--- src/rtl/fifo_arb_pkg.sv ---
// Shared types and constants for the FIFO write arbiter.
package fifo_arb_pkg;

  localparam int unsigned GRANT_W = 3;
  localparam int unsigned MAX_REQ = 8;

  typedef enum logic {
    IDLE = 1'b0,
    XFER = 1'b1
  } state_e;

endpackage

--- src/rtl/fifo_wr_arbiter_if.sv ---
// Requester bus and downstream FIFO write port of the FIFO write arbiter.
interface fifo_wr_arbiter_if #(
  parameter int unsigned DATA_WIDTH = 8,
  parameter int unsigned NUM_REQ    = 4
);
  import fifo_arb_pkg::*;

  logic [NUM_REQ-1:0]            req_valid;
  logic [NUM_REQ*DATA_WIDTH-1:0] req_data;
  logic [NUM_REQ-1:0]            req_last;
  logic [NUM_REQ-1:0]            req_ready;
  logic [DATA_WIDTH-1:0]         fifo_din;
  logic                          fifo_wr_en;
  logic                          fifo_full;
  logic [GRANT_W-1:0]            grant_idx;
  logic                          busy;
  logic                          timeout_err;

  modport master (
    output req_valid, req_data, req_last, fifo_full,
    input  req_ready, fifo_din, fifo_wr_en, grant_idx, busy, timeout_err
  );

  modport slave (
    input  req_valid, req_data, req_last, fifo_full,
    output req_ready, fifo_din, fifo_wr_en, grant_idx, busy, timeout_err
  );

endinterface

--- src/rtl/rr_picker.sv ---
// Round-robin winner search starting just above last_grant, wrapping to 0.
module rr_picker
  import fifo_arb_pkg::*;
#(
  parameter int unsigned NUM_REQ = 4
) (
  input  logic [NUM_REQ-1:0] req,
  input  logic [GRANT_W-1:0] last_grant,
  output logic [GRANT_W-1:0] winner,
  output logic               any_req
);

  logic [MAX_REQ-1:0] req_ext;
  logic [GRANT_W-1:0] idx;

  assign req_ext = MAX_REQ'(req);
  assign any_req = |req;

  // Walk offsets from farthest to nearest so the nearest valid requester wins.
  always_comb begin
    winner = '0;
    idx    = '0;
    for (int k = int'(NUM_REQ); k > 0; k--) begin
      idx = GRANT_W'((int'(last_grant) + k) % int'(NUM_REQ));
      if (req_ext[idx]) winner = idx;
    end
  end

endmodule

--- src/rtl/fifo_wr_arbiter.sv ---
// Packet-granular round-robin arbiter feeding one downstream FIFO write port.
// FIFO_WR_ARBITER_TIMEOUT_EN adds a stall watchdog that revokes a silent grant.
module fifo_wr_arbiter
  import fifo_arb_pkg::*;
#(
  parameter int unsigned DATA_WIDTH     = 8,
  parameter int unsigned NUM_REQ        = 4,
  parameter int unsigned TIMEOUT_CYCLES = 256
) (
  input  logic              clk,
  input  logic              rst,
  fifo_wr_arbiter_if.slave  bus
);

  state_e             state_q, state_d;
  logic [GRANT_W-1:0] grant_q, grant_d;
  logic [GRANT_W-1:0] last_q, last_d;
  logic [GRANT_W-1:0] pick_idx;
  logic               pick_any;
  logic [MAX_REQ-1:0] valid_ext, last_ext;
  logic [DATA_WIDTH-1:0] data_arr [MAX_REQ];
  logic               xfer, sel_valid, sel_last, accept;

  rr_picker #(.NUM_REQ(NUM_REQ)) u_picker (
    .req        (bus.req_valid),
    .last_grant (last_q),
    .winner     (pick_idx),
    .any_req    (pick_any)
  );

  // Pad the requester vectors to the full index range of grant_q.
  assign valid_ext = MAX_REQ'(bus.req_valid);
  assign last_ext  = MAX_REQ'(bus.req_last);

  for (genvar i = 0; i < int'(MAX_REQ); i++) begin : g_slot
    if (i < int'(NUM_REQ)) begin : g_real
      assign data_arr[i]      = bus.req_data[i*DATA_WIDTH +: DATA_WIDTH];
      assign bus.req_ready[i] = xfer && !bus.fifo_full && (grant_q == GRANT_W'(i));
    end else begin : g_pad
      assign data_arr[i] = '0;
    end
  end

  assign xfer      = (state_q == XFER);
  assign sel_valid = valid_ext[grant_q];
  assign sel_last  = last_ext[grant_q];
  assign accept    = xfer && sel_valid && !bus.fifo_full;

  assign bus.fifo_wr_en = accept;
  assign bus.fifo_din   = xfer ? data_arr[grant_q] : '0;
  assign bus.grant_idx  = grant_q;
  assign bus.busy       = xfer;

`ifdef FIFO_WR_ARBITER_TIMEOUT_EN
  localparam int unsigned WD_W = 16;
  logic [WD_W-1:0] wd_q, wd_d;
  logic            timeout_q, timeout_d;
  assign bus.timeout_err = timeout_q;
`else
  logic unused_timeout;
  assign unused_timeout  = ^16'(TIMEOUT_CYCLES);
  assign bus.timeout_err = 1'b0;
`endif

  always_comb begin
    state_d = state_q;
    grant_d = grant_q;
    last_d  = last_q;
`ifdef FIFO_WR_ARBITER_TIMEOUT_EN
    wd_d      = wd_q;
    timeout_d = 1'b0;
`endif
    case (state_q)
      IDLE: begin
        if (pick_any) begin
          grant_d = pick_idx;
          state_d = XFER;
        end
`ifdef FIFO_WR_ARBITER_TIMEOUT_EN
        wd_d = '0;
`endif
      end
      XFER: begin
        if (accept && sel_last) begin
          state_d = IDLE;
          last_d  = grant_q;
        end
`ifdef FIFO_WR_ARBITER_TIMEOUT_EN
        // Backpressure from the FIFO is not the requester's fault: hold the count.
        if (accept) begin
          wd_d = '0;
        end else if (!bus.fifo_full) begin
          if (wd_q + 1'b1 >= WD_W'(TIMEOUT_CYCLES)) begin
            state_d   = IDLE;
            last_d    = grant_q;
            timeout_d = 1'b1;
            wd_d      = '0;
          end else begin
            wd_d = wd_q + 1'b1;
          end
        end
`endif
      end
      default: state_d = IDLE;
    endcase
  end

  always_ff @(posedge clk) begin
    if (rst) begin
      state_q <= IDLE;
      grant_q <= '0;
      last_q  <= GRANT_W'(NUM_REQ - 1);
`ifdef FIFO_WR_ARBITER_TIMEOUT_EN
      wd_q      <= '0;
      timeout_q <= 1'b0;
`endif
    end else begin
      state_q <= state_d;
      grant_q <= grant_d;
      last_q  <= last_d;
`ifdef FIFO_WR_ARBITER_TIMEOUT_EN
      wd_q      <= wd_d;
      timeout_q <= timeout_d;
`endif
    end
  end

endmodule

--- src/flat_wrapper.sv ---
// flat-port wrapper written by rule: the top's interface ports become plain ports
module fifo_wr_arbiter_flat import fifo_arb_pkg::*;
#(
  parameter int unsigned DATA_WIDTH     = 8,
  parameter int unsigned NUM_REQ        = 4,
  parameter int unsigned TIMEOUT_CYCLES = 256
)
  (clk, rst, bus_req_valid, bus_req_data, bus_req_last, bus_fifo_full, bus_req_ready, bus_fifo_din, bus_fifo_wr_en, bus_grant_idx, bus_busy, bus_timeout_err);
  fifo_wr_arbiter_if #(.DATA_WIDTH(DATA_WIDTH), .NUM_REQ(NUM_REQ)) bus_i ();
  input  logic clk;
  input  logic rst;
  input wire logic [$bits(bus_i.req_valid)-1:0] bus_req_valid;
  input wire logic [$bits(bus_i.req_data)-1:0] bus_req_data;
  input wire logic [$bits(bus_i.req_last)-1:0] bus_req_last;
  input wire logic [$bits(bus_i.fifo_full)-1:0] bus_fifo_full;
  output wire logic [$bits(bus_i.req_ready)-1:0] bus_req_ready;
  output wire logic [$bits(bus_i.fifo_din)-1:0] bus_fifo_din;
  output wire logic [$bits(bus_i.fifo_wr_en)-1:0] bus_fifo_wr_en;
  output wire logic [$bits(bus_i.grant_idx)-1:0] bus_grant_idx;
  output wire logic [$bits(bus_i.busy)-1:0] bus_busy;
  output wire logic [$bits(bus_i.timeout_err)-1:0] bus_timeout_err;
  assign bus_i.req_valid = bus_req_valid;
  assign bus_i.req_data = bus_req_data;
  assign bus_i.req_last = bus_req_last;
  assign bus_i.fifo_full = bus_fifo_full;
  assign bus_req_ready = bus_i.req_ready;
  assign bus_fifo_din = bus_i.fifo_din;
  assign bus_fifo_wr_en = bus_i.fifo_wr_en;
  assign bus_grant_idx = bus_i.grant_idx;
  assign bus_busy = bus_i.busy;
  assign bus_timeout_err = bus_i.timeout_err;
  fifo_wr_arbiter #(.DATA_WIDTH(DATA_WIDTH), .NUM_REQ(NUM_REQ), .TIMEOUT_CYCLES(TIMEOUT_CYCLES)) u_core (.clk(clk), .rst(rst), .bus(bus_i));
endmodule
--- config.mk ---
export PLATFORM = sky130hd
export DESIGN_NAME = fifo_wr_arbiter_flat
export DESIGN_NICKNAME = d
export VERILOG_FILES = /design/src/rtl/fifo_arb_pkg.sv /design/src/rtl/fifo_wr_arbiter_if.sv /design/src/rtl/rr_picker.sv /design/src/rtl/fifo_wr_arbiter.sv /design/src/flat_wrapper.sv
export SDC_FILE = /design/constraint.sdc
export NUM_CORES = 1
export LEC_CHECK = 0
export ABC_AREA = 1
export BUFFER_PORTS_ARGS = -buffer_cell sky130_fd_sc_hd__buf_2
export CAP_MARGIN = 20
export CORE_MARGIN = 2
export CORE_UTILIZATION = 47
export CTS_CLUSTER_DIAMETER = 50
export DETAILED_ROUTE_END_ITERATION = 7
export PLACE_DENSITY = 0.83
export SYNTH_ARGS = -nofsm -noshare
export SYNTH_HDL_FRONTEND = slang
export SYNTH_HIERARCHICAL = 1
export SYNTH_SLANG_ARGS = --single-unit
--- constraint.sdc ---
create_clock -name clk -period 3.3 [get_ports clk]
set_input_delay 0.165 -clock clk [delete_from_list [all_inputs] [get_ports clk]]
set_output_delay 0.165 -clock clk [all_outputs]
set_load 0.01 [all_outputs]
* Word level (Yosys, flattened, before mapping)
Index checks and enable logic that the tools add are counted.
Cells by class: $add $sub $neg 4, magnitude comparators 6, equal/unequal tests 3, multiplexer cells 23, bitwise gates (word level) 6, reduce and logical (&&, ||, !) cells 17
Operators by type and width (count):
- binary-select mux 8 bit (select 3 bit) | 1
- 2-to-1 mux 8 bit | 3
- less-than comparator 3 x 4 -> 1 bit (second input constant) | 5
- binary-select mux 1 bit (select 3 bit) | 6
- 2-to-1 mux 3 bit | 4
- logical AND 1 bit | 8
- 2-to-1 mux 1 bit | 8
- OR reduction 2 bit | 4
- == test 3 x 2 -> 1 bit (second input constant) | 2
- adder 2 x 1 -> 2 bit (second input constant) | 2
- adder 2 bit (second input constant) | 2
- AND 1 bit (first input constant) | 4
- >= comparator 4 bit (second input constant) | 1
- NOT 3 -> 4 bit | 1
- AND reduction 2 bit | 2
- OR reduction 4 bit | 1
- == test 3 x 1 -> 1 bit (second input constant) | 1
- zero test 3 bit | 1
- case mux 1 bit (2 select lines) | 1
- zero test 1 bit | 1
- NOT 1 bit | 1
Word-level totals: flip-flop bits (word level) 6, bits of input ports 43, output and inout bits 18, word-level logic and storage cells 62

* Longest topological paths before layout
depth after elaboration 9, gate-level depth with buffers 13

* Cells and area by module
Netlist, hierarchy kept.
Modules (own cells, without submodules):
- fifo_wr_arbiter | instances 1, cells each 110, area each 732.0 um2, seq. area each 140.1 um2
- rr_picker | instances 1, cells each 53, area each 277.8 um2, seq. area each 0.0 um2

* Least setup slack after synthesis
OpenSTA, ideal clock, no wires.
kind register to output, from register u_core.state_q (netlist: u_core/bus.busy), to output port bus_fifo_wr_en, data arrival time 1.172 ns, data required time 3.135 ns, slack 1.963 ns, cell stages (with the launch flop) 7, path buffers 1, path through dfxtp_1 -> inv_1 -> or2_1 -> buf_6 -> nor2_8 -> inv_2 -> a21oi_1
Between the ends: word-level cells in the longest chain between the ends 2
Ends and longest elaborated chain:
- from (decl) | line fifo_wr_arbiter.sv:15 | state_e state_q, state_d;
- from (signal assigned) | line fifo_wr_arbiter.sv:118 | state_q <= state_d;
- logical AND 1 bit (2 in series) | line fifo_wr_arbiter.sv:47 | assign accept = xfer && sel_valid && !bus.fifo_full;
- to (decl) | line flat_wrapper.sv:18 | output wire logic [$bits(bus_i.fifo_wr_en)-1:0] bus_fifo_wr_en;
No other way between the ends.

* Worst setup path in the final report
from register u_core.grant_q[1] (netlist: u_core/bus.grant_idx[1]), to output port bus_fifo_din[6]
Between the ends: word-level cells in the longest chain between the ends 5
Ends and longest elaborated chain:
- from (decl) | line fifo_wr_arbiter.sv:16 | logic [GRANT_W-1:0] grant_q, grant_d;
- from (signal assigned) | line fifo_wr_arbiter.sv:119 | grant_q <= grant_d;
- NOT 3 -> 4 bit (implied by the code) | line fifo_wr_arbiter.sv:50 | assign bus.fifo_din = xfer ? data_arr[grant_q] : '0;
- binary-select mux 8 bit (select 3 bit) | line fifo_wr_arbiter.sv:50
- 2-to-1 mux 8 bit (implied by the code) (2 in series) | line fifo_wr_arbiter.sv:50
- 2-to-1 mux 8 bit | line fifo_wr_arbiter.sv:50
- to (decl) | line flat_wrapper.sv:17 | output wire logic [$bits(bus_i.fifo_din)-1:0] bus_fifo_din;
No other way between the ends. The select of a mux whose other input is x is not followed.

==> key figures <==
Drt
  • Routed Antenna Nets: 0
  • DRC: 0
  • Drt via density: 5.26
  • Routed len/inst: 11.5 um
  • Vias: between 1000 and 1500
  • Final WL: 2.72 mm
  • Drt pass-1 iters: 4
  • Iter 0 DRT Violations: 34

STA
  • Final Slew Violations: 0
  • Final hold violation count: 0
  • Final period utilization: between 60% and 70%
  • Setup violators final: 0
  • Setup TNS: 0 ps
  • Fmax: 0.440 GHz
  • Fin crit period: 2270 ps
  • RSZ-0062 raised after global routing: false
  • Worst-margin pin slew: 826 ps
  • Rel. slew slack: 44.9%
  • Worst Clk Skew: 1.65 ps

Worst hold path
  • Hold WC Path Type: input pin to register

GRT
  • Gr usage total: between 20 and 25%
  • Largest net degree at the start of global routing: 26
  • Initial antenna violation count: 0
  • Vias in the first global route: 1091
  • First-pass GRT wire length: roughly 4.5 mm
  • Grt total ovfl: 0

Finish
  • Layout area overhead: 24.8%
  • Fin nets: 255
  • Ant diodes: 0
  • Fin util: 62.5%
  • Layout Cells excl Fill: between 200 and 250
  • Share of cells above drive strength 1: 40.5%

Die
  • Die area: 0.00247 mm^2
  • Starting Density: 50.1%
  • # rows: 16
  • Core Box Area: 0.00196 mm^2
  • I/O pin total: 61
  • Die X: 49.7 um
  • Die height: 49.7 um

CTS
  • Clock Tree Buf Depth: 2
  • Worst-Skew Late Latency: 240 ps
  • Post-CTS Hold Fix Bufs: 0
  • Clock-pin slew on the worst setup and hold paths: roughly 50 ps
  • CTS Sinks: 6
  • Clock Tree Root: clkbuf_4
  • CTS tree: yes
  • Post-CTS sizing: 0
  • Total CTS buffers: 3
  • Setup bufs post-CTS: 0
  • H-tree depth: 1

Yosys
  • Syn_nets: approximately 200
  • Mean Syn Cell Area: ~6 um^2
  • Synth Cell Area: ~1000 um^2
  • Synth Warn #: 6
  • Mapped Cells: 160

Power and ir drop
  • Clock network fraction of total power: 19.7%
  • P_int: 0.000190 W
  • Fraction of power consumed by sequential logic: 29.3%
  • PwrDens: 278 mW/mm^2
  • Psw: 0.000151 W
  • VDD IR-drop max: roughly 0.24 mV
  • Sw Ratio: 44.2%
  • Leak pwr: approximately 0.70 nW
  • Combinational share of power: between 50 and 60%

Worst setup path
  • Critical Path Max Stage Delay: 800 ps
  • Highest-delay cell along the critical path: dfxtp_1
  • Crit path required time: 3130 ps
  • Startpoint types: register
  • Critical path capture point type: primary output
  • Crit path cell chain: inv_1 > nand3_1 > a41oi_1 > buf_2
  • Worst Path Arrival: 2110 ps
  • Worst Path Max Fanout: 23
  • Setup CP Type: register to primary output

Run
  • Max Cap Viol: 0

Place
  • RePlAce Congestion: between 0.9 and 1
  • Placed insts: roughly 230
  • Port bufs: between 50 and 60
  • Detailed Place HPWL: 2.19 mm

Status
  • Outcome: finished clean
==> worst max-delay path: cells and delay by family, from the launching register on <==
family                 cells  cell delay (ps)
DFF                        1              800
AOI/OAI and AO/OA          1              130
buffers and inverters      2              710
and+or+nand+nor            1              220
==> power by group through the flow <==
| stage | clock network [W] | registers [W] | logic [W] |
|---|---|---|---|
| 2_1_floorplan | 0 | 0.0000879 | 0.000144 |
| 3_3_place_gp | 0 | 0.0000999 | 0.000168 |
| 3_5_place_dp | 0 | 0.000101 | 0.000173 |
| 4_1_cts | 0.0000709 | 0.0000997 | 0.000174 |
| 5_1_grt | 0.0000761 | 0.000103 | 0.000196 |
| 6_report | 0.0000673 | 0.000100 | 0.000174 |
==> registers in the layout, summed over array words and instances, names as in the netlist <==
name and count:
u_core/bus.busy 1, u_core/bus.grant_idx 3, u_core/last_q 2
==> layout make-up <==
type | count | area (um^2)
flip-flops and latches | 6 | 120
fillers | 208 | 736
inverters | 19 | 76.3
repair buffers | 59 | 295
well taps | 27 | 33.8
multi-input cells | 123 | 678
clock buffers | 3 | 22.5
==> metal layers <==
layer  up-vias  track usage (%)  routed length (um)
met5         -                0                   0
met4         0             5.56                   8
met3         2             4.55                 171
met2        42             39.1                1370
met1       568             28.9                1170
li1        635                -                   -
==> per-stage QoR <==
stage / worst slack (ps) / area, um^2 / total power, W / hold WS [ps]
floorplan: 1960 / 982 / 0.000232 / 310
global placement: 1420 / 1200 / 0.000268 / 429
detailed placement: 1310 / 1200 / 0.000274 / 432
CTS: 1060 / 1230 / 0.000344 / 172
global route: 816 / 1230 / 0.000375 / 184
finish: 1030 / 1230 / 0.000341 / 181
==> cell usage in the layout (no fill, tap or decap), drive strengths merged <==
cell / n
a21oi: 5
a41oi: 8
buf: 59
clkbuf: 3
conb: 2
dfxtp: 6
inv: 19
nand2: 47
nand3: 39
nand3b: 1
nand4: 3
nor2: 6
nor3: 4
o21ai: 7
or2: 1
==> worst paths after layout <==
check | from | to | slack [ps] | depth (start not counted)
hold / removal | rst | u_core/bus.busy | 180 | 4
setup reg to reg | u_core/bus.grant_idx[1] | u_core/last_q[1] | 1280 | 5
hold reg to reg | u_core/bus.grant_idx[2] | u_core/bus.grant_idx[2] | 530 | 2
setup / recovery | u_core/bus.grant_idx[1] | bus_fifo_din[6] | 1030 | 4
(Power assumes the default switching activity.)
